### config.mk
export PLATFORM = sky130hd
export DESIGN_NAME = controlador_display_flat
export DESIGN_NICKNAME = d
export VERILOG_FILES = /design/src/rtl/controlador_display_if.sv /design/src/rtl/controlador_display.sv /design/src/flat_wrapper.sv
export SDC_FILE = /design/constraint.sdc
export NUM_CORES = 1
export LEC_CHECK = 0
export BUFFER_PORTS_ARGS = -buffer_cell sky130_fd_sc_hd__buf_4
export CAP_MARGIN = 25
export CORE_MARGIN = 2
export CORE_UTILIZATION = 44
export CTS_BUF_LIST = sky130_fd_sc_hd__clkbuf_8 sky130_fd_sc_hd__clkbuf_16
export DETAILED_ROUTE_END_ITERATION = 16
export PLACE_DENSITY_LB_ADDON = 0.05
export SYNTH_ARGS = -nofsm -noshare
export SYNTH_HDL_FRONTEND = slang
export SYNTH_SLANG_ARGS = --single-unit
### constraint.sdc
create_clock -name clk -period 2.4 [get_ports clk]
set_input_delay 0.12 -clock clk [delete_from_list [all_inputs] [get_ports clk]]
set_output_delay 0.12 -clock clk [all_outputs]
set_load 0.05 [all_outputs]
### src/rtl/controlador_display_if.sv
// Handshake and display bus for controlador_display.
// master drives producto/valido; slave drives listo, an, seg, dp.
interface controlador_display_if #(
    parameter int ANCHO   = 16,
    parameter int DIGITOS = 8
);
    logic [ANCHO-1:0]   producto;
    logic               valido;
    logic               listo;
    logic [DIGITOS-1:0] an;
    logic [6:0]         seg;
    logic               dp;

    modport master (
        output producto, valido,
        input  listo, an, seg, dp
    );

    modport slave (
        input  producto, valido,
        output listo, an, seg, dp
    );
endinterface

### src/rtl/controlador_display.sv
// Signed product -> BCD (double dabble) -> 8-digit multiplexed 7-seg.
// Ports: clk, reset (async high), clk_dividido (scan ref), bus (slave).
module controlador_display #(
    parameter int ANCHO   = 16,
    parameter int DIGITOS = 8
) (
    input  logic clk,
    input  logic reset,
    input  logic clk_dividido,
    controlador_display_if.slave bus
);

    typedef enum logic [1:0] {
        REPOSO,
        CONV,
        CARGA
    } estado_t;

    estado_t          estado;
    logic [ANCHO-1:0] mag;
    logic [19:0]      bcd;
    logic [4:0]       cuenta;
    logic             signo;

    logic [19:0]      disp_bcd;
    logic             disp_signo;

    logic             s1, s2, s3, paso;
    logic [2:0]       idx;

    logic [2:0]       n;
    logic [31:0]      disp_ext;
    logic [3:0]       digito;
    logic [6:0]       seg_nxt;

    // Two's complement abs; -32768 wraps to 16'h8000, which read
    // as unsigned is the correct magnitude 32768.
    logic [ANCHO-1:0] abs_in;
    assign abs_in = bus.producto[ANCHO-1] ? (~bus.producto + 1'b1)
                                          : bus.producto;

    function automatic logic [19:0] ajustar(input logic [19:0] b);
        logic [19:0] r;
        r = b;
        for (int i = 0; i < 5; i++) begin
            if (r[4*i +: 4] >= 4'd5)
                r[4*i +: 4] = r[4*i +: 4] + 4'd3;
        end
        return r;
    endfunction

    function automatic logic [6:0] codigo(input logic [3:0] d);
        logic [6:0] c;
        unique case (d)
            4'd0:    c = 7'h40;
            4'd1:    c = 7'h79;
            4'd2:    c = 7'h24;
            4'd3:    c = 7'h30;
            4'd4:    c = 7'h19;
            4'd5:    c = 7'h12;
            4'd6:    c = 7'h02;
            4'd7:    c = 7'h78;
            4'd8:    c = 7'h00;
            4'd9:    c = 7'h10;
            default: c = 7'h7F;
        endcase
        return c;
    endfunction

    // Conversion FSM
    always_ff @(posedge clk or posedge reset) begin
        if (reset) begin
            estado     <= REPOSO;
            mag        <= '0;
            bcd        <= '0;
            cuenta     <= '0;
            signo      <= 1'b0;
            disp_bcd   <= '0;
            disp_signo <= 1'b0;
            bus.listo  <= 1'b1;
        end else begin
            unique case (estado)
                REPOSO: begin
                    if (bus.valido) begin
                        signo     <= bus.producto[ANCHO-1];
                        mag       <= abs_in;
                        bcd       <= '0;
                        cuenta    <= 5'd16;
                        bus.listo <= 1'b0;
                        estado    <= CONV;
                    end
                end
                CONV: begin
                    bcd    <= {ajustar(bcd)[18:0], mag[ANCHO-1]};
                    mag    <= mag << 1;
                    cuenta <= cuenta - 5'd1;
                    if (cuenta == 5'd1)
                        estado <= CARGA;
                end
                CARGA: begin
                    disp_bcd   <= bcd;
                    disp_signo <= signo;
                    bus.listo  <= 1'b1;
                    estado     <= REPOSO;
                end
                default: estado <= REPOSO;
            endcase
        end
    end

    // Significant digit count, at least one
    always_comb begin
        n = 3'd1;
        for (int i = 1; i < 5; i++) begin
            if (disp_bcd[4*i +: 4] != 4'd0)
                n = 3'(i + 1);
        end
    end

    assign disp_ext = {12'h000, disp_bcd};
    assign digito   = disp_ext[{idx, 2'b00} +: 4];

    always_comb begin
        seg_nxt = 7'h7F;
        if (idx < n)
            seg_nxt = codigo(digito);
        else if (idx == n && disp_signo && disp_bcd != 20'd0)
            seg_nxt = 7'h3F;
    end

    // Scan: sync, edge detect, registered step pulse, output update
    always_ff @(posedge clk or posedge reset) begin
        if (reset) begin
            s1      <= 1'b0;
            s2      <= 1'b0;
            s3      <= 1'b0;
            paso    <= 1'b0;
            idx     <= 3'd0;
            bus.an  <= '1;
            bus.seg <= 7'h7F;
        end else begin
            s1   <= clk_dividido;
            s2   <= s1;
            s3   <= s2;
            paso <= s2 & ~s3;
            if (paso) begin
                bus.an  <= ~(DIGITOS'(1) << idx);
                bus.seg <= seg_nxt;
                idx     <= idx + 3'd1;
            end
        end
    end

    assign bus.dp = 1'b1;

endmodule

### src/flat_wrapper.sv
// flat-port wrapper written by rule: the top's interface ports become plain ports
module controlador_display_flat 
#(
    parameter int ANCHO   = 16,
    parameter int DIGITOS = 8
)
  (clk, reset, clk_dividido, bus_producto, bus_valido, bus_listo, bus_an, bus_seg, bus_dp);
  controlador_display_if #(.ANCHO(ANCHO), .DIGITOS(DIGITOS)) bus_i ();
  input  logic clk;
  input  logic reset;
  input  logic clk_dividido;
  input wire logic [$bits(bus_i.producto)-1:0] bus_producto;
  input wire logic [$bits(bus_i.valido)-1:0] bus_valido;
  output wire logic [$bits(bus_i.listo)-1:0] bus_listo;
  output wire logic [$bits(bus_i.an)-1:0] bus_an;
  output wire logic [$bits(bus_i.seg)-1:0] bus_seg;
  output wire logic [$bits(bus_i.dp)-1:0] bus_dp;
  assign bus_i.producto = bus_producto;
  assign bus_i.valido = bus_valido;
  assign bus_listo = bus_i.listo;
  assign bus_an = bus_i.an;
  assign bus_seg = bus_i.seg;
  assign bus_dp = bus_i.dp;
  controlador_display #(.ANCHO(ANCHO), .DIGITOS(DIGITOS)) u_core (.clk(clk), .reset(reset), .clk_dividido(clk_dividido), .bus(bus_i));
endmodule
==> results.txt <==
status: finished clean
largest net degree at the start of global routing: 89
final hold vios: 0
Post-Layout Cell Count: 643
num ports: 37
CP Capture Type: flop
final WL: 9950 um
Core Rows: 37
share of cells above drive strength 1: 0.262
Post-Syn Area per Cell: 10.3 um2
Die Wd: 107 um
Async SR Flop Fraction: 1.00
clock sinks: 88
placed cell count: 622
GPL Wtd Cong: 0.819
largest cells by area after synthesis: dfrtp_1 38%, dfstp_2 9.0%, ha_1 7.2%
initial DRC count: 165
Post-synth EDFFs: 0
clock slew at reported path FFs: 0.09 ns
Worst Hold Depth: 3
post-place instance area: 5170 um2
Clock power frac: 0.176
cells after synthesis: 456
adder-cell share of the synthesized area: 0.0720
actual slew at the worst max-slew pin: 1.06 ns
Core Box Area: 10300 um2
pwr/cell area: 1360 nW/um2
Final nets: 549
critical path required time: 2.70 ns
root buffer cell: clkbuf_8
relative slew slack: 0.290
Compound-Gate Fraction of Synth Area: 0.162
vias in the first global route: 3366
WL/cell: 15.5 um
Syn Std Cell Area: 4690 um2
r2r setup slk: 0.13 ns
I/O Buffers: 35
WS Path Type: flop to flop
initial antenna violation count: 0
endpoints failing setup: 0
CTS tree: yes
Final min period: 2.27 ns
pre-CTS setup slack: 0.00574 ns
VDD IR max: 698 uV
area leader, netlist: dfrtp_1
drt via density: 5.46
slack of the critical path: 0.128 ns
fillers: 946
sequential cell area fraction in the yosys report: 0.474
Cell Int Power: 4.47 mW
fraction of synthesized area in multiplexers: 0.0766
Top FF cell, synth: dfrtp_1
XOR/XNOR share of the synthesized area: 0.0374
ANT cells: 0
worst-skew pair later-pin latency: 0.37 ns
CP Launch Type: flop
Hold Startpoint: bus_producto[12]
Yosys cell types: 56
most common cell after layout, fill and taps aside: dfrtp_1
sw frac: 0.406
Worst R2R End: u_core.bus.seg[1]$_DFFE_PP1P_
Die Y: 107 um
first-pass GRT wire length: 16500 um
Hold Path Class: input port to flop
Reg power frac: 0.368
crit path launch: u_core.disp_bcd[15]$_DFFE_PP0P_
Comb pwr share: 0.455
commonest non-fill, non-tap cells in the layout: 71 x dfrtp_1, 55 x buf_4, 44 x o21ai_0
global-route usage over all layers: 0.183
hpwl dp: 6770 um
clk_skew: 0.0162 ns
reg2reg start: u_core.disp_bcd[15]$_DFFE_PP0P_
FF+latch count, synth: 88
Slew Viols, Final: 0
TritonCTS Buffers: 9
Psw: 3.06 mW
fin crit share: 0.947
max-cap check violation count: 0
grt total ovfl: 0
Leak: 2.41 nW
syn_nets: 503
crit path max fanout: 4
Post-Synth Simple-Gate Area: 0.137
H-tree depth: 3
DRC: 0
Worst EP arrival: 2.57 ns
largest family of logic cells by synthesized area: compound AO/OA/AOI/OAI gates
f_max: 0.440 GHz
Initial Util: 0.454
Die Footprint: 11500 um2
R2R depth: 9
CTS Buffer Depth: 2
post-route cell area: 5540 um2
Via Count: 3512
top cell type's share of synthesized area: 0.384
YS warnings: 0
Min-Delay Endpoint: u_core.mag[12]$_DFFE_PP0P_
Detail Route Antenna Nets: 0
DR pass1 iterations: 4
Layout area overhead: 18.2%
## flip-flops by register name, summed over array words and instances (netlist names), 2 cells and up
name and flops:
u_core.cuenta 5, u_core.idx 3, u_core.mag 16, u_core.disp_bcd 20, u_core.estado 2, u_core.bus.an 8, u_core.bcd 20, u_core.bus.seg 7
## kinds of logic after synthesis
group,count (synthesis)
adders and majority gates,27
other,1
muxes,30
and+or+nand+nor,127
xor gates and xnor gates,20
AOI/OAI and AO/OA,117
buffers and inverters,46
DFF,88
## worst max path at each step
stage | to | slack (ns) | cells past startpoint
floorplan | u_core.bcd[0]$_DFFE_PP0P_ | 0.03 | 1
global placement | u_core.bus.seg[3]$_DFFE_PP1P_ | 0.03 | 9
detailed placement | u_core.bus.seg[3]$_DFFE_PP1P_ | 0.006 | 9
CTS | u_core.bus.seg[6]$_DFFE_PP1P_ | 0.003 | 11
global route | u_core.bus.seg[3]$_DFFE_PP1P_ | -0.01 | 10
finish | u_core.bus.seg[1]$_DFFE_PP1P_ | 0.13 | 9
## power by group through the flow
stage | combinational (mW) | clock (mW) | sequential [mW]
floorplan | 2.16 | 0 | 2.97
global placement | 3.23 | 0 | 2.75
detailed placement | 3.28 | 0 | 2.77
CTS | 3.32 | 1.36 | 2.75
global route | 3.82 | 1.42 | 2.87
finish | 3.43 | 1.33 | 2.77
## final cells by class
class	instances	area (um2)	share of cell area
Tap cell	136	170	0.0307
Inverter	22	83.8	0.0151
Clock inverter	7	136	0.0246
Sequential cell	88	2220	0.401
Multi-Input combinational cell	322	2340	0.422
Timing Repair Buffer	59	464	0.0837
Clock buffer	9	124	0.0223
## timing repair
| item | CTS | global route |
|---|---|---|
| hold endpoints to repair | 73 | 0 |
| setup endpoints to repair | 3 | 7 |
| pin swaps | 0 | 7 |
| cloned | 0 | 0 |
| gates resized for setup | 2 | 15 |
| buffers inserted | 0 | 3 |
| hold buffers | 2 | 0 |
## per-layer routing
layer,global-route usage,vias to the layer above,part of all wire
met3,0.0261,13,0.027
met4,0.0751,0,0.017
met2,0.305,49,0.48
met1,0.238,1731,0.47
met5,0,-,0
li1,-,1719,-
## through the flow
stage	power (mW)	util	hold WS [ns]	TNS, ns
finish	7.53	0.537	0.0543	0
global route	8.10	0.537	0.0679	-0.0277
CTS	7.42	0.529	0.0441	0
detailed placement	6.05	0.501	0.231	0
global placement	5.98	0.501	0.229	0
floorplan	5.13	-	0.151	0
## cell usage after synthesis, drive strengths merged, types with 2 or more instances
cell type,count
xnor2,7
a22oi,13
o31ai,10
dfrtp,72
a21oi,20
a32o,5
clkbuf,12
nor2,29
dfstp,16
nor4b,2
nor2b,8
a211oi,6
nand3b,2
nor4,8
ha,27
nand3,21
nand2b,7
mux2,24
and2,5
o21ai,47
inv,22
or4,2
a31oi,6
nand2,31
buf,12
nor3b,4
nor3,4
xor2,13
mux4,2
mux2i,4
a311oi,2
## worst max-delay path, stage by stage (launching register included)
cell	delay, ns
dfrtp_1	0.43
nor4_4	0.31
and2_1	0.18
nand2_1	0.06
ha_1	0.30
nor2b_1	0.13
o21ai_1	0.14
nand3b_1	0.22
buf_6	0.20
o221a_2	0.24
Power figures use the tool's default switching activity.
